## config.mk

```make
export PLATFORM = sky130hd
export DESIGN_NAME = mem_stage_access_unit
export DESIGN_NICKNAME = d
export VERILOG_FILES = /design/src/rtl/mem_stage_access_unit.sv
export SDC_FILE = /design/constraint.sdc
export NUM_CORES = 1
export LEC_CHECK = 0
export BUFFER_PORTS_ARGS = -buffer_cell sky130_fd_sc_hd__buf_2
export CAP_MARGIN = 5
export CELL_PAD_IN_SITES_DETAIL_PLACEMENT = 0
export CELL_PAD_IN_SITES_GLOBAL_PLACEMENT = 1
export CORE_MARGIN = 1.5
export CORE_UTILIZATION = 32
export DETAILED_ROUTE_END_ITERATION = 12
export PLACE_DENSITY_LB_ADDON = 0.05
export SLEW_MARGIN = 20
export SYNTH_ARGS = -nofsm -noshare
export SYNTH_HDL_FRONTEND = slang
export SYNTH_SLANG_ARGS = --single-unit
```

## constraint.sdc

```tcl
create_clock -name clock -period 3.7 [get_ports clock]
set_input_delay 0.185 -clock clock [delete_from_list [all_inputs] [get_ports clock]]
set_output_delay 0.185 -clock clock [all_outputs]
set_load 0.005 [all_outputs]
```

## src/rtl/mem_stage_access_unit.sv

```systemverilog
// mem_stage_access_unit: MEM-stage load/store initiator for the pipelined MIPS core.
// Accepts EX/MEM requests, drives the data-memory port with a ready handshake,
// stalls upstream while an access is outstanding and produces a registered MEM/WB
// result. Misaligned, out-of-range, load+store and timed-out accesses raise fault.
// Optional performance counters are built when MEM_PERF_CNT_EN is defined;
// otherwise load_count/store_count/stall_cycles are tied to zero.
module mem_stage_access_unit #(
    parameter int MEM_WORDS = 30,
    parameter int TIMEOUT   = 15
) (
    input  logic        clock,
    input  logic        reset,
    input  logic        in_valid,
    input  logic        in_load,
    input  logic        in_store,
    input  logic [31:0] in_addr,
    input  logic [31:0] in_wdata,
    input  logic [31:0] in_alu_result,
    input  logic [4:0]  in_rd,
    input  logic        in_regwrite,
    output logic        stall,
    output logic [31:0] mem_address,
    output logic [31:0] mem_write_data,
    output logic        mem_read,
    output logic        mem_write,
    input  logic [31:0] mem_read_data,
    input  logic        mem_ready,
    output logic        wb_valid,
    output logic [31:0] wb_data,
    output logic [4:0]  wb_rd,
    output logic        wb_regwrite,
    output logic        fault,
    output logic [31:0] load_count,
    output logic [31:0] store_count,
    output logic [31:0] stall_cycles
);

    localparam int CNT_W = $clog2(TIMEOUT + 1);

    typedef enum logic {
        IDLE,
        ACCESS
    } state_t;

    state_t             state;
    logic [CNT_W-1:0]   wait_cnt;
    logic               acc_load;
    logic [4:0]         acc_rd;
    logic               acc_regwrite;

    logic               is_mem;
    logic               addr_ok;
    logic               req_ok;

    // Request classification: a memory op is legal only if exactly one of
    // load/store is set and the word address is aligned and inside memory.
    assign is_mem  = in_load | in_store;
    assign addr_ok = (in_addr[1:0] == 2'b00) &&
                     ({2'b00, in_addr[31:2]} < 32'(MEM_WORDS));
    assign req_ok  = (in_load ^ in_store) && addr_ok;

    // Stall comes straight from the state register, never from inputs.
    assign stall = (state == ACCESS);

    // Main FSM: request launch, handshake/timeout tracking and MEM/WB register.
    always_ff @(posedge clock or posedge reset) begin
        if (reset) begin
            state          <= IDLE;
            wait_cnt       <= '0;
            acc_load       <= 1'b0;
            acc_rd         <= '0;
            acc_regwrite   <= 1'b0;
            mem_address    <= '0;
            mem_write_data <= '0;
            mem_read       <= 1'b0;
            mem_write      <= 1'b0;
            wb_valid       <= 1'b0;
            wb_data        <= '0;
            wb_rd          <= '0;
            wb_regwrite    <= 1'b0;
            fault          <= 1'b0;
        end else begin
            // wb_valid/fault are pulses; wb_data/rd/regwrite hold otherwise.
            wb_valid <= 1'b0;
            fault    <= 1'b0;
            case (state)
                IDLE: begin
                    if (in_valid) begin
                        if (!is_mem) begin
                            wb_valid    <= 1'b1;
                            wb_data     <= in_alu_result;
                            wb_rd       <= in_rd;
                            wb_regwrite <= in_regwrite;
                        end else if (req_ok) begin
                            mem_address    <= {2'b00, in_addr[31:2]};
                            mem_write_data <= in_wdata;
                            mem_read       <= in_load;
                            mem_write      <= in_store;
                            acc_load       <= in_load;
                            acc_rd         <= in_rd;
                            acc_regwrite   <= in_regwrite;
                            wait_cnt       <= '0;
                            state          <= ACCESS;
                        end else begin
                            wb_valid    <= 1'b1;
                            fault       <= 1'b1;
                            wb_data     <= '0;
                            wb_rd       <= in_rd;
                            wb_regwrite <= 1'b0;
                        end
                    end
                end
                ACCESS: begin
                    if (mem_ready) begin
                        mem_read  <= 1'b0;
                        mem_write <= 1'b0;
                        state     <= IDLE;
                        wb_valid  <= 1'b1;
                        wb_rd     <= acc_rd;
                        if (acc_load) begin
                            wb_data     <= mem_read_data;
                            wb_regwrite <= acc_regwrite;
                        end else begin
                            wb_data     <= '0;
                            wb_regwrite <= 1'b0;
                        end
                    end else if (wait_cnt == CNT_W'(TIMEOUT - 1)) begin
                        // TIMEOUT cycles spent in ACCESS with no ready: abort.
                        mem_read    <= 1'b0;
                        mem_write   <= 1'b0;
                        state       <= IDLE;
                        wb_valid    <= 1'b1;
                        fault       <= 1'b1;
                        wb_data     <= '0;
                        wb_rd       <= acc_rd;
                        wb_regwrite <= 1'b0;
                    end else begin
                        wait_cnt <= wait_cnt + CNT_W'(1);
                    end
                end
                default: state <= IDLE;
            endcase
        end
    end

`ifdef MEM_PERF_CNT_EN
    // Performance counters: completed loads/stores and cycles spent stalling.
    always_ff @(posedge clock or posedge reset) begin
        if (reset) begin
            load_count   <= '0;
            store_count  <= '0;
            stall_cycles <= '0;
        end else begin
            if (state == ACCESS) begin
                stall_cycles <= stall_cycles + 32'd1;
                if (mem_ready) begin
                    if (acc_load) load_count  <= load_count + 32'd1;
                    else          store_count <= store_count + 32'd1;
                end
            end
        end
    end
`else
    assign load_count   = '0;
    assign store_count  = '0;
    assign stall_cycles = '0;
`endif

endmodule

```

# Word-level counts from Yosys, hierarchy flattened

Index checks and enable logic that the tools add are counted.

Bits in registers: 116
Latch bits: 0
Memory bits (writable): 0
ROM bits: 0
Bits of input ports: 140
Output and inout bits: 203
Memories kept: 0

Add/subtract/negate cells: 1
$mul: 0
Divide/modulo/power cells: 0
Order comparisons: 1
Eq/ne operators: 8
Shifts and indexed selects: 0
Muxes and demuxes: 51
Bitwise logic cells: 3
Reduce and logical (&&, ||, !) cells: 7

Operators by type and width:

| operator            | number |
|---|---|
| $mux 32             | 6 |
| $pmux 32 s2         | 1 |
| $lt 30x5->1 const B | 1 |
| $mux 1              | 26 |
| $mux 5              | 5 |
| $mux 4              | 5 |
| $pmux 1 s2          | 6 |
| $ne 2x2->1 const B  | 5 |
| $pmux 5 s2          | 1 |
| $pmux 4 s2          | 1 |
| $reduce_and 4->1    | 2 |
| $reduce_and 5->1    | 1 |
| $add 4x1->4 const B | 1 |
| $eq 4x4->1 const B  | 1 |
| $ne 3x2->1 const B  | 1 |
| $ne 3x3->1 const B  | 1 |
| $reduce_and 3->1    | 1 |
| $logic_and 1x1->1   | 2 |
| $logic_not 2->1     | 1 |
| $not 1->1           | 1 |
| $or 1x1->1          | 1 |
| $xor 1x1->1         | 1 |

# Longest topological paths before layout

Depth in word-level cells: 7
Depth in mapped cells: 8
Depth with buffers taken out: 6

# Least setup slack after synthesis

Ideal clock, no wire load.

Path kind: input to register
From: input in_load
To: register mem_write_data[23]
Setup time: 127 ps
Arrival: 1841 ps
Data required time: 3573 ps
Slack: 1732 ps
Stages on the path: 8
Path through: inv_1 -> ha_1 -> nor4b_1 -> nand4_1 -> nor4_2 -> buf_4 -> buf_6 -> mux2_1

Longest elaborated chain between the ends: 3

RTL lines:

| item                                | RTL line | RTL |
|---|---|---|
| from (decl)                         | 14       | `input logic in_load,` |
| $xor 1x1->1                         | 60       | `assign req_ok = (in_load ^ in_store) && addr_ok;` |
| $logic_and 1x1->1                   | 60       |  |
| $reduce_and 4->1 (no source line) * | --       |  |
| to (signal assigned)                | 96       | `mem_write_data <= in_wdata;` |
| to (decl)                           | 23       | `output logic [31:0] mem_write_data,` |

Mark *: on every way between the ends. The rest lies on a longest branch, timed or not.
A chain may end at the register's enable or synchronous reset.

# Worst setup path in the final report

From: register wait_cnt[0]
To: register wb_rd[2]

Longest elaborated chain between the ends: 3

RTL lines:

| item                              | RTL line | RTL |
|---|---|---|
| from (decl)                       | 46       | `logic [CNT_W-1:0] wait_cnt;` |
| from (signal assigned)            | 138      | `wait_cnt <= wait_cnt + CNT_W'(1);` |
| $eq 4x4->1                        | 127      | `end else if (wait_cnt == CNT_W'(TIMEOUT - 1)) begin` |
| $ne 3x2->1 (no source line)       | --       |  |
| $reduce_and 3->1 (no source line) | --       |  |
| to (signal assigned)              | 108      | `wb_rd <= in_rd;` |
| to (signal assigned)              | 119      | `wb_rd <= acc_rd;` |
| to (signal assigned)              | 135      | `wb_rd <= acc_rd;` |
| to (decl)                         | 30       | `output logic [4:0] wb_rd,` |

No other way between the ends.

==> impl_results.rst <==
.. list-table::
   :header-rows: 1

   * - Metric
     - Value
   * - Outcome
     - finished clean
   * - Number of nets in the layout
     - 939
   * - Cell taking the most area after synthesis
     - dfrtp_1
   * - Vias in the first global route
     - 4,441
   * - Category of the critical setup timing path
     - reg -> reg
   * - Clock latency on the worst-skew pair
     - a little over 400 ps
   * - Routed wire length
     - between 15,000 and 20,000 um
   * - DR vias
     - around 4,500
   * - Detailed Route Iter0 Violations
     - 149
   * - Detail-routed via count per cell
     - 4.366
   * - Number of cells on the worst reg-to-reg path
     - 7
   * - Buffers added on ports
     - between 200 and 250
   * - Antenna violations before repair
     - 0
   * - Leakage power summed over all cells
     - ~4.3 nW
   * - Final setup viols
     - 0
   * - Die area
     - between 0.015 and 0.02 mm2
   * - Endpoint class of the critical path
     - register
   * - Filler instances
     - approximately 1,700
   * - Crit Reg-Reg Endpoint
     - wb_rd[2]
   * - H-tree lvl count
     - 4
   * - Clk Tree Root Cell
     - clkbuf_16
   * - CORE AREA
     - approximately 0.017 mm2
   * - RePlAce Congestion
     - between 0.7 and 0.8
   * - Hold-fix buffer count after cts
     - 34
   * - Synthesis-to-layout area growth
     - 35.80%
   * - HPWL reported at the end of detailed placement
     - around 11,000 um
   * - Number of routed nets with antenna violations
     - 0
   * - Largest net degree at the start of global routing
     - 77
   * - Number of different library cells in the post-synthesis netlist
     - 32
   * - Final worst path period need
     - approximately 2600 ps
   * - Quantity of gates resized following cts
     - 0
   * - Final critical-path setup slack
     - approximately 1100 ps
   * - Most common cell in the netlist
     - dfrtp_1
   * - Unrepaired setup endpoints after global routing
     - no
   * - Transition time at the pin with the least slew margin
     - about 900 ps
   * - Number of hold-slack violations in the final timing report
     - 0
   * - Die Y
     - around 140 um
   * - DRT Pass-1 Iters
     - 4
   * - Class of the tightest hold or removal check
     - in -> reg
   * - Overflow left after global routing
     - 0
   * - Hold_sp
     - in_wdata[4]
   * - Clock tree from TritonCTS
     - done
   * - Syn. warnings
     - 0
   * - Clock-pin slew on the worst setup and hold paths
     - 50 ps
   * - Final cycle utilization of the critical path
     - between 60% and 70%
   * - Area of the multi-input gates
     - 0.002197 mm2
   * - Number of standard cells in the final layout excluding fillers
     - about 1,000
   * - Hold-critical path depth
     - 2
   * - Die extent in x
     - approximately 140 um
   * - Power per cell area
     - roughly 420 mW/mm2
   * - Seq/Total Area, Yosys
     - around 51%
   * - Final Max Tran Viols
     - 0
   * - Number of clock sinks seen by CTS
     - roughly 120
   * - Initial core utilization
     - between 30% and 40%
   * - Max Fanout on Critical Path
     - 23
   * - Slack of the worst reg-to-reg path
     - between 1000 and 1500 ps
   * - Flip-flop and latch area
     - 0.002903 mm2
   * - Maximum VDD drop
     - slightly above 0.3 mV
   * - Fraction of final layout cells sized beyond drive strength 1
     - 40.79%
   * - Async set or reset register ratio after synthesis
     - 100.0%
   * - Layout Skew
     - approximately 9.6 ps
   * - Boundary pin count
     - between 300 and 400
   * - Main synth FF type
     - dfrtp_1
   * - Number of buffers created by CTS
     - 17
   * - MaxCap Viol Count
     - 0
   * - Number of diodes added for antenna fixing
     - 0
   * - All-layer global routing usage
     - 16.61%
   * - Number of cells after detailed placement
     - between 900 and 1,000
   * - Number of standard-cell rows in the floorplan
     - 48
   * - Placement-stage worst setup slack
     - approximately 1100 ps
   * - Most instantiated cells after synthesis
     - 116 x dfrtp_1, 100 x buf_4, 42 x nand2_1, 41 x mux2_2, 39 x inv_1
   * - Register bit total from synthesis
     - 116
   * - Top-area cell type share of the netlist area
     - between 50% and 60%
   * - Total setup buffers inserted after CTS
     - 0
   * - Setup Total Neg Slack
     - 0 ps
   * - Required @ worst endpoint
     - between 4000 and 5000 ps
   * - Data arrival time at the worst-slack endpoint
     - 2900 ps
   * - Worst slew slack as a fraction of its limit
     - 40.43%
   * - Drc violations
     - 0
   * - Mean area per synthesized cell
     - about 11 um2
   * - Wire length of the first global-routing pass
     - ~23,000 um
   * - End point of the most critical hold path
     - mem_write_data[4]
   * - Timing-limited maximum frequency
     - between 300 and 400 MHz
   * - Wire per inst
     - around 15 um
   * - CP startpoint kind
     - register
   * - Gate count after technology mapping
     - about 520
   * - Reg2reg start
     - wait_cnt[0]
   * - Number of enable flip-flop cells after synthesis
     - 0
   * - Netlist area before placement
     - approximately 0.0057 mm2
   * - Synth top area cells
     - dfrtp_1 51%, buf_4 13%, mux2_2 8.0%, a22o_1 5.0%, o31ai_1 4.4%
   * - Buffers from clock root to sink, at most
     - 2
worst max path at each step:
| stage | startpoint | endpoint | slack (ps) | cells past startpoint |
|---|---|---|---|---|
| after floorplan | reset | acc_load | 440 | 1 |
| after global placement | in_load | wb_valid | 1150 | 7 |
| after detailed placement | stall | wb_rd[4] | 1090 | 5 |
| after CTS | stall | wb_rd[3] | 1110 | 5 |
| after global routing | stall | wb_rd[0] | 910 | 5 |
| final | wait_cnt[0] | wb_rd[2] | 1140 | 7 |
critical path: stages (launching register included):
cell and delay [ps]:
dfrtp_1 380, inv_1 70, ha_1 210, a31oi_1 330, nor2_4 170, buf_4 260, nor4_1 780, a221o_1 280
stage by stage:
step	cell area (um2)	util [%]	hold WS (ps)	total power, mW
final	7794	44.75	16.17	3.267
after global placement	6829	39.21	369.1	1.533
after CTS	7794	44.75	1.776	3.320
after detailed placement	6829	39.21	378.0	1.535
after floorplan	6103	-	279.7	1.487
after global routing	7794	44.75	7.053	3.420
cell families (layout without fill, tap and decap cells):
kind of cell / after synthesis / count (layout) / share of synthesized area (%)
adders and majority gates: 3 / 3 / 0.6541
xor gates and xnor gates: 2 / 2 / 0.3053
and+or+nand+nor: 98 / 98 / 8.851
muxes: 51 / 51 / 9.963
buffers and inverters: 168 / 356 / 17.94
AOI/OAI and AO/OA: 85 / 85 / 11.64
DFF: 116 / 116 / 50.58
other: 1 / 98 / 0.06534
power breakdown:
group          total, mW  internal, mW  switching, mW
Sequential          1.29          1.28        0.00847
Clock               1.73          1.14          0.586
Combinational      0.246         0.118          0.128
metal layers:
| metal | GRT usage [%] | up-vias | routed length (um) |
|---|---|---|---|
| met5 | 0 | - | 0 |
| li1 | - | 2139 | - |
| met1 | 18.69 | 2142 | 6208 |
| met2 | 29.62 | 211 | 8045 |
| met4 | 5.965 | 0 | 333 |
| met3 | 5.037 | 22 | 1094 |
cell type report:
| class | count | area share [%] |
|---|---|---|
| multi-input combinational | 337 | 28.19 |
| clock buffer | 19 | 5.683 |
| clock inverter | 13 | 2.328 |
| sequential | 116 | 37.25 |
| inverter | 39 | 1.910 |
| timing repair buffer | 285 | 21.03 |
| tap | 225 | 3.612 |
sequential cells by signal, summed over array words and instances (netlist names):
register	cells
acc_rd	5
wb_valid	1
wb_rd	5
mem_read	1
wait_cnt	4
mem_write_data	32
acc_regwrite	1
fault	1
mem_address	30
stall	1
wb_data	32
acc_load	1
mem_write	1
wb_regwrite	1
cells in the final DEF (no fill, tap or decap), types with 2 or more instances in the layout:
cell type and instances:
buf_4 5, nand2_1 42, dfrtp_1 116, o21ai_0 9, nor2_1 3, nor2b_1 25
buf_2 244, bufinv_16 4, xor2_1 2, clkinvlp_4 2, inv_1 38, buf_12 2
nand3_1 4, nand3b_1 5, clkinv_4 2, mux2_2 41, nand4_1 3, nand2b_1 2
mux2i_1 2, clkinv_2 4, mux2_1 8, o31ai_1 34, and3_1 2, a221o_1 5
clkbuf_16 17, a22o_1 33, nor4_1 7, dlygate4sd3_1 34, ha_1 3, conb_1 98
No activity file was read; power rests on OpenSTA's default activity.
